`config.mk`:
```
export PLATFORM = sky130hd
export DESIGN_NAME = iob_axi2iob_sub
export DESIGN_NICKNAME = d
export VERILOG_FILES = /design/src/rtl/iob_axi2iob_sub.sv
export SDC_FILE = /design/constraint.sdc
export NUM_CORES = 1
export LEC_CHECK = 0
export ABC_AREA = 0
export CAP_MARGIN = 20
export CORE_MARGIN = 2
export CORE_UTILIZATION = 37
export DETAILED_ROUTE_END_ITERATION = 8
export PLACE_DENSITY = 0.77
export SYNTH_ARGS = -nofsm -noshare
export SYNTH_HDL_FRONTEND = slang
export SYNTH_SLANG_ARGS = --single-unit
```
`constraint.sdc`:
```
create_clock -name clk_i -period 3.4 [get_ports clk_i]
set_clock_uncertainty 0.05 [all_clocks]
set_input_delay 0.68 -clock clk_i [delete_from_list [all_inputs] [get_ports clk_i]]
set_output_delay 0.68 -clock clk_i [all_outputs]
set_load 0.02 [all_outputs]
```
`src/rtl/iob_axi2iob_sub.sv`:
```
// AXI4 subordinate that serialises read/write bursts into single-word IOB native transactions.
// One transaction at a time; AR/AW arbitration alternates when both are requesting.
module iob_axi2iob_sub #(
    parameter int unsigned AXI_ID_W   = 1,
    parameter int unsigned AXI_ADDR_W = 32,
    parameter int unsigned AXI_DATA_W = 32,
    parameter int unsigned AXI_LEN_W  = 8
) (
    input  logic                    clk_i,
    input  logic                    rst_i,
    input  logic                    cke_i,
    // AR
    input  logic [AXI_ADDR_W-3:0]   axi_araddr_i,
    input  logic [AXI_ID_W-1:0]     axi_arid_i,
    input  logic [AXI_LEN_W-1:0]    axi_arlen_i,
    input  logic [1:0]              axi_arburst_i,
    input  logic [2:0]              axi_arsize_i,
    input  logic [2:0]              axi_arprot_i,
    input  logic                    axi_arlock_i,
    input  logic [3:0]              axi_arcache_i,
    input  logic [3:0]              axi_arqos_i,
    input  logic                    axi_arvalid_i,
    output logic                    axi_arready_o,
    // R
    output logic [AXI_DATA_W-1:0]   axi_rdata_o,
    output logic [1:0]              axi_rresp_o,
    output logic [AXI_ID_W-1:0]     axi_rid_o,
    output logic                    axi_rlast_o,
    output logic                    axi_rvalid_o,
    input  logic                    axi_rready_i,
    // AW
    input  logic [AXI_ADDR_W-3:0]   axi_awaddr_i,
    input  logic [AXI_ID_W-1:0]     axi_awid_i,
    input  logic [AXI_LEN_W-1:0]    axi_awlen_i,
    input  logic [1:0]              axi_awburst_i,
    input  logic [2:0]              axi_awsize_i,
    input  logic [2:0]              axi_awprot_i,
    input  logic                    axi_awlock_i,
    input  logic [3:0]              axi_awcache_i,
    input  logic [3:0]              axi_awqos_i,
    input  logic                    axi_awvalid_i,
    output logic                    axi_awready_o,
    // W
    input  logic [AXI_DATA_W-1:0]   axi_wdata_i,
    input  logic [AXI_DATA_W/8-1:0] axi_wstrb_i,
    input  logic                    axi_wlast_i,
    input  logic                    axi_wvalid_i,
    output logic                    axi_wready_o,
    // B
    output logic [1:0]              axi_bresp_o,
    output logic [AXI_ID_W-1:0]     axi_bid_o,
    output logic                    axi_bvalid_o,
    input  logic                    axi_bready_i,
    // IOB manager
    output logic                    iob_valid_o,
    output logic [AXI_ADDR_W-3:0]   iob_addr_o,
    output logic [AXI_DATA_W-1:0]   iob_wdata_o,
    output logic [AXI_DATA_W/8-1:0] iob_wstrb_o,
    input  logic                    iob_ready_i,
    input  logic                    iob_rvalid_i,
    input  logic [AXI_DATA_W-1:0]   iob_rdata_i
);

    localparam int unsigned WordAddrW = AXI_ADDR_W - 2;
    localparam int unsigned StrbW     = AXI_DATA_W / 8;

    typedef enum logic [2:0] {
        StIdle,
        StRdReq,
        StRdWait,
        StRdResp,
        StWrData,
        StWrReq,
        StWrResp
    } state_e;

    state_e                 state_q, state_d;
    logic                   last_grant_wr_q, last_grant_wr_d;
    logic [AXI_ID_W-1:0]    id_q, id_d;
    logic [WordAddrW-1:0]   addr_q, addr_d;
    logic [AXI_LEN_W-1:0]   len_q, len_d;
    logic [AXI_LEN_W-1:0]   beat_q, beat_d;
    logic [1:0]             burst_q, burst_d;
    logic [AXI_DATA_W-1:0]  rdata_q, rdata_d;
    logic [AXI_DATA_W-1:0]  wdata_q, wdata_d;
    logic [StrbW-1:0]       wstrb_q, wstrb_d;
    logic                   rvalid_q, rvalid_d;
    logic                   rlast_q, rlast_d;
    logic                   err_q, err_d;

    logic                   grant_rd, grant_wr;
    logic                   beat_is_last;
    logic                   wr_skip;
    logic [WordAddrW-1:0]   addr_next;

    logic unused_axi;
    assign unused_axi = ^{axi_arsize_i, axi_arprot_i, axi_arlock_i, axi_arcache_i, axi_arqos_i,
                          axi_awsize_i, axi_awprot_i, axi_awlock_i, axi_awcache_i, axi_awqos_i};

    // Contested requests go to the channel that did not win last; idle defaults to read.
    always_comb begin
        if (axi_arvalid_i && axi_awvalid_i) begin
            grant_rd = last_grant_wr_q;
        end else begin
            grant_rd = ~axi_awvalid_i;
        end
        grant_wr = ~grant_rd;
    end

    assign beat_is_last = (beat_q == len_q);
    assign wr_skip      = (wstrb_q == '0);
    assign addr_next    = (burst_q == 2'b00) ? addr_q : addr_q + WordAddrW'(1);

    assign axi_arready_o = (state_q == StIdle) & ~rst_i & grant_rd;
    assign axi_awready_o = (state_q == StIdle) & ~rst_i & grant_wr;
    assign axi_wready_o  = (state_q == StWrData);
    assign axi_bvalid_o  = (state_q == StWrResp);
    assign axi_bresp_o   = {err_q, 1'b0};
    assign axi_bid_o     = id_q;
    assign axi_rid_o     = id_q;
    assign axi_rdata_o   = rdata_q;
    assign axi_rresp_o   = 2'b00;
    assign axi_rlast_o   = rlast_q;
    assign axi_rvalid_o  = rvalid_q;

    assign iob_valid_o = (state_q == StRdReq) | ((state_q == StWrReq) & ~wr_skip);
    assign iob_addr_o  = addr_q;
    assign iob_wdata_o = wdata_q;
    assign iob_wstrb_o = (state_q == StWrReq) ? wstrb_q : '0;

    always_comb begin
        state_d         = state_q;
        last_grant_wr_d = last_grant_wr_q;
        id_d            = id_q;
        addr_d          = addr_q;
        len_d           = len_q;
        beat_d          = beat_q;
        burst_d         = burst_q;
        rdata_d         = rdata_q;
        wdata_d         = wdata_q;
        wstrb_d         = wstrb_q;
        rvalid_d        = rvalid_q;
        rlast_d         = rlast_q;
        err_d           = err_q;

        unique case (state_q)
            StIdle: begin
                if (axi_arvalid_i && grant_rd) begin
                    id_d            = axi_arid_i;
                    addr_d          = axi_araddr_i;
                    len_d           = axi_arlen_i;
                    burst_d         = axi_arburst_i;
                    beat_d          = '0;
                    last_grant_wr_d = 1'b0;
                    state_d         = StRdReq;
                end else if (axi_awvalid_i && grant_wr) begin
                    id_d            = axi_awid_i;
                    addr_d          = axi_awaddr_i;
                    len_d           = axi_awlen_i;
                    burst_d         = axi_awburst_i;
                    beat_d          = '0;
                    last_grant_wr_d = 1'b1;
                    state_d         = StWrData;
                end
            end
            StRdReq: begin
                if (iob_ready_i) state_d = StRdWait;
            end
            StRdWait: begin
                if (iob_rvalid_i) begin
                    rdata_d  = iob_rdata_i;
                    rvalid_d = 1'b1;
                    rlast_d  = beat_is_last;
                    state_d  = StRdResp;
                end
            end
            StRdResp: begin
                if (axi_rready_i) begin
                    rvalid_d = 1'b0;
                    rlast_d  = 1'b0;
                    if (rlast_q) begin
                        state_d = StIdle;
                    end else begin
                        beat_d  = beat_q + AXI_LEN_W'(1);
                        addr_d  = addr_next;
                        state_d = StRdReq;
                    end
                end
            end
            StWrData: begin
                if (axi_wvalid_i) begin
                    wdata_d = axi_wdata_i;
                    wstrb_d = axi_wstrb_i;
                    // Misplaced or missing wlast is reported, but len+1 beats are still taken.
                    if (axi_wlast_i != beat_is_last) err_d = 1'b1;
                    state_d = StWrReq;
                end
            end
            StWrReq: begin
                if (iob_ready_i || wr_skip) begin
                    if (beat_is_last) begin
                        state_d = StWrResp;
                    end else begin
                        beat_d  = beat_q + AXI_LEN_W'(1);
                        addr_d  = addr_next;
                        state_d = StWrData;
                    end
                end
            end
            StWrResp: begin
                if (axi_bready_i) begin
                    err_d   = 1'b0;
                    state_d = StIdle;
                end
            end
            default: state_d = StIdle;
        endcase
    end

    always_ff @(posedge clk_i) begin
        if (cke_i) begin
            if (rst_i) begin
                state_q         <= StIdle;
                last_grant_wr_q <= 1'b1;
                id_q            <= '0;
                addr_q          <= '0;
                len_q           <= '0;
                beat_q          <= '0;
                burst_q         <= '0;
                rdata_q         <= '0;
                wdata_q         <= '0;
                wstrb_q         <= '0;
                rvalid_q        <= 1'b0;
                rlast_q         <= 1'b0;
                err_q           <= 1'b0;
            end else begin
                state_q         <= state_d;
                last_grant_wr_q <= last_grant_wr_d;
                id_q            <= id_d;
                addr_q          <= addr_d;
                len_q           <= len_d;
                beat_q          <= beat_d;
                burst_q         <= burst_d;
                rdata_q         <= rdata_d;
                wdata_q         <= wdata_d;
                wstrb_q         <= wstrb_d;
                rvalid_q        <= rvalid_d;
                rlast_q         <= rlast_d;
                err_q           <= err_d;
            end
        end
    end

endmodule

```
== Word level (Yosys, flattened, before mapping) ==
Index checks and enable logic that the tools add are counted.
Widths: inputs -> output; s select.

* Register bits after elaboration: 124
* Input bits: 191
* Output and inout port bits: 111
* Word-level logic and storage cells: 120

* $add $sub $neg: 2
* Eq/ne operators: 18
* Mux-type cells: 55
* Bitwise logic cells: 9
* Reduce and logical (&&, ||, !) cells: 23

{| class="wikitable"
|+ Operator list
! kind !! count
|-
| $mux 30 || 7
|-
| $mux 32 || 4
|-
| $pmux 30 s3 || 1
|-
| $mux 8 || 9
|-
| $add 30x1->30 const B || 1
|-
| $mux 3 || 8
|-
| $pmux 8 s3 || 1
|-
| $pmux 3 s7 || 1
|-
| $ne 3x3->1 const B || 6
|-
| $mux 1 || 14
|-
| $mux 4 || 3
|-
| $reduce_bool 2->1 || 5
|-
| $eq 3x3->1 const B || 3
|-
| $ne 3x2->1 const B || 3
|-
| $reduce_and 3->1 || 3
|-
| $reduce_bool 3->1 || 3
|-
| $add 8x1->8 const B || 1
|-
| $eq 8x8->1 || 1
|-
| $mux 2 || 4
|-
| $reduce_and 8->1 || 1
|-
| $reduce_and 7->1 || 1
|-
| $eq 3x2->1 const B || 2
|-
| $pmux 1 s2 || 3
|-
| $reduce_and 5->1 || 1
|-
| other kinds (13) || 21
|}

== Depth between registers and ports, before layout ==
* Depth after elaboration: 7
* Mapped depth: 7
* Depth with buffers taken out: 6

== Worst setup path before layout ==
Ideal clock, no wire load.

* Path type: input to register
* Start: in rst_i
* End: reg wdata_q[0], in the netlist iob_wdata_o[0] (enable)
* Setup time: 433 ps
* Data arrival time: 2898 ps
* Required time: 2917 ps
* Slack: 19 ps
* Cell stages on the path: 4
* Buffers on the path: 2
* Cells stage by stage: clkbuf_1 -> clkbuf_1 -> a21oi_1 -> nor2b_1

* Longest elaborated chain between the ends: 2
* Elaborated cells between the ends (all ways): 3
* Those cells by class: reduce/logical (3)

{| class="wikitable"
|+ Ends and longest elaborated chain
! what !! line !! source
|-
| start: declaration || 10 || <nowiki>input logic rst_i,</nowiki>
|-
| $reduce_bool 2->1 (no source line) || n/a ||
|-
| $reduce_and 3->1 (no source line) * || n/a ||
|-
| end signal: assignment || 245 || <nowiki>wdata_q <= wdata_d;</nowiki>
|-
| end: declaration || 85 || <nowiki>logic [AXI_DATA_W-1:0] wdata_q, wdata_d;</nowiki>
|}

Mark *: on every way between the ends. The rest lies on a longest branch, timed or not.
A chain may end at the register's enable or synchronous reset.

== Final worst setup path ==
* Start: reg state_q[2]
* End: out axi_arready_o

* Longest elaborated chain between the ends: 3

{| class="wikitable"
|+ Ends and longest elaborated chain
! what !! line !! source
|-
| start: declaration || 77 || <nowiki>state_e state_q, state_d;</nowiki>
|-
| start signal: assignment || 223 || <nowiki>state_q <= StIdle;</nowiki>
|-
| start signal: assignment || 237 || <nowiki>state_q <= state_d;</nowiki>
|-
| $logic_not 3->1 || 114 || <nowiki>assign axi_arready_o = (state_q == StIdle) & ~rst_i & grant_rd;</nowiki>
|-
| $and 1x1->1 (2 in series) || 114 ||
|-
| end: declaration || 23 || <nowiki>output logic axi_arready_o,</nowiki>
|}

Every way passes these cells.

==> impl_metrics.py <==
metrics = {
    "placement": {
        "pre_cts_ws_ns": 0.414,
        "place_area_sq_um": 9170,
        "gp_congestion": 0.814,
        "place.port_buffers": 268,
        "dp_hpwl_um": 12700,
    },
    "routing": {
        "drc": 0,
        "first_pass_iters": 4,
        "drt_iter0_markers": 250,
        "final_antenna_net_count": 0,
        "wire_per_inst_um": 16.8,
        "wl_um": 17700,
        "vias": 5183,
        "viasPerCell": 4.94,
    },
    "cells_and_area": {
        "synthToLayoutAreaGrowth_pct": 56.0,
        "nNetsFinal": 1010,
        "layout_commonest_cell": "clkdlybuf4s50_1",
        "drive_above_1_share_pct": 6.27,
        "layout_common_cells": "clkdlybuf4s50_1 (267), edfxtp_1 (124), nand2_1 (80)",
        "final_area_sq_um": 9750,
        "n_fill_cell": 1374,
        "n_antenna_cell": 0,
        "final_core_utilization_pct": 59.0,
    },
    "setup_path": {
        "crit_type": "reg2out",
        "cp-start-kind": "flop",
        "critPathCaptureType": "output port",
        "slowest_delay_ns": 0.64,
        "path_buf_inv": 1,
        "arrival_ns": 2.28,
        "cp_top_family": "buffers and inverters",
        "r2r_slack_ns": 0.86,
        "critical_path_required_ns": 2.67,
        "path_max_fanout": 12,
        "path_cells": "or3_1 > a211oi_1 > clkdlybuf4s50_1",
        "crit_slowest_cell": "clkdlybuf4s50_1",
    },
    "clocking": {
        "clockBufferDepth": 2,
        "post_cts_resized": 0,
        "post_cts_buffers": 0,
        "cts_root_buf": "clkbuf_16",
        "clkLatencyLatePin_ns": 0.41,
        "clk_pin_slew_ns": 0.06,
        "clock_sinks": 124,
        "cts_tree": "done",
        "htreeDepth": 4,
        "holdBufCountCts": 0,
        "cts_made_buffers": 17,
    },
    "floorplanning": {
        "rows": 47,
        "io_pins": 302,
        "core-area_sq_um": 16500,
        "die_area_sq_um": 18000,
        "initial_core_util_pct": 37.8,
        "die_height_um": 134,
        "die_x_um": 134,
    },
    "sta": {
        "rsz0062_at_grt": "false",
        "post-route-period-util_pct": 88.6,
        "worst_pin_slew_ns": 0.989,
        "setup_tns_ns": 0,
        "max_freq_mhz": 332,
        "setup_violations": 0,
        "final-hold-violation-count": 0,
        "min_period_ns": 3.01,
        "finalMaxSlewViolations": 0,
        "fin_ws_ns": 0.387,
        "slew_headroom_pct": 34.0,
    },
    "power_and_ir_drop": {
        "pwr_density_cell_nw_per_um2": 466,
        "power_mw": 4.55,
        "ir_drop_mv": 0.318,
        "p_leak_nw": 3.44,
    },
    "logic_synthesis": {
        "async_flop_share_pct": 0,
        "yosysWarnings": 0,
        "postSynthCellCount": 557,
        "synthDistinctLibCells": 44,
        "ys_seq_elements": 124,
        "ys_seq_area_share_pct": 59.6,
        "synth_edf_count": 124,
        "synth.cell_area_sq_um": 6250,
        "synthFlopType": "edfxtp_1",
        "syn_area_per_cell_sq_um": 11.2,
    },
    "grt": {
        "grtUsageMet3_pct": 8.54,
        "grt_max_degree": 46,
        "use_met1_pct": 22.7,
        "grtUsageMet2_pct": 33.7,
        "grt_usage_pct": 19.9,
        "antenna_found_initial": 2,
        "busiest_layer": "met2",
        "grt.overflow.total": 0,
        "grt_pass1_wl_um": 27500,
        "grt_pass1_vias": 5220,
    },
    "run_status": {
        "status": "finished clean",
    },
    "min_path": {
        "hp-class": "reg2reg",
    },
    "run": {
        "max-cap-violations": 0,
    },
}
-- layout make-up --
type,count,area (sq um),area share [%]
clock inverters,13,150,1.54
flip-flops and latches,124,3720,38.2
well taps,220,275,2.82
multi-input cells,391,2370,24.3
clock buffers,19,433,4.44
repair buffers,277,2770,28.4
inverters,6,22.5,0.231
-- metrics by stage --
| step | std cells | hold WS (ns) |
|---|---|---|
| after floorplan | 559 | 0.550 |
| after global placement | 1018 | 0.581 |
| after detailed placement | 1018 | 0.585 |
| after CTS | 1050 | 0.598 |
| after global routing | 1050 | 0.651 |
| final | 1050 | 0.593 |
-- cells by family after synthesis --
kind of cell,share of synthesized area (%)
and+or+nand+nor,20.9
AOI/OAI and AO/OA,9.75
adders and majority gates,0.400
muxes,0.340
DFF,59.6
other,0.0600
buffers and inverters,2.94
xor gates and xnor gates,6.02
-- path summary, 6_finish.rpt --
| check | startpoint | to | cells past startpoint |
|---|---|---|---|
| setup reg to reg | beat_q[5] | beat_q[3] | 5 |
| hold / removal | beat_q[7] | beat_q[7] | 2 |
| setup / recovery | state_q[2] | axi_arready_o | 3 |
| hold reg to reg | beat_q[7] | beat_q[7] | 2 |
-- metal layers --
metal  vias up  part of all wire (%)
li1       2528                     -
met5         -                 0.074
met2       220                    50
met1      2416                    38
met4         2                   1.3
met3        17                    10
-- power breakdown --
| part | total [mW] | internal (mW) | switching (mW) | leakage, nW |
|---|---|---|---|---|
| clock | 1.81 | 1.14 | 0.663 | 0.270 |
| sequential | 1.90 | 1.82 | 0.0782 | 1.20 |
| combinational | 0.843 | 0.435 | 0.408 | 1.97 |
| total | 4.55 | 3.40 | 1.15 | 3.44 |
-- registers in the layout, indices dropped and copies added, names as in the netlist --
signal / count
iob_addr_o: 30
axi_rdata_o: 32
len_q: 8
last_grant_wr_q: 1
axi_rlast_o: 1
axi_rvalid_o: 1
wstrb_q: 4
axi_bid_o: 1
state_q: 3
err_q: 1
burst_q: 2
iob_wdata_o: 32
beat_q: 8
-- worst min-delay path, cell delays in order, from the launching register on --
cell      delay (ns)
edfxtp_1        0.38
xor2_1          0.08
nor2_1          0.07
-- synth_stat cells, types with 2 or more instances --
cell type / instances / area, sq um
edfxtp_1: 124 / 3720
nand2_1: 80 / 300
nor2b_1: 70 / 438
a21oi_1: 40 / 200
nor2_1: 35 / 131
xor2_1: 31 / 272
clkbuf_1: 30 / 113
a221oi_1: 19 / 166
and3_1: 13 / 81.3
nand3_1: 13 / 65.1
xnor2_1: 12 / 105
nand4_1: 10 / 62.6
a311oi_1: 7 / 61.3
and2_1: 6 / 37.5
inv_1: 6 / 22.5
nand2b_1: 6 / 37.5
buf_4: 5 / 37.5
nor4_1: 5 / 31.3
nor3_1: 4 / 20.0
o21a_1: 4 / 30.0
o21ai_0: 4 / 20.0
a31o_2: 3 / 26.3
buf_1: 3 / 11.3
a211o_1: 2 / 17.5
a211oi_1: 2 / 15.0
ha_1: 2 / 25.0
nor3_2: 2 / 20.0
o22ai_1: 2 / 12.5
or3_1: 2 / 12.5
Note: power is estimated with default switching activity, not from simulation.
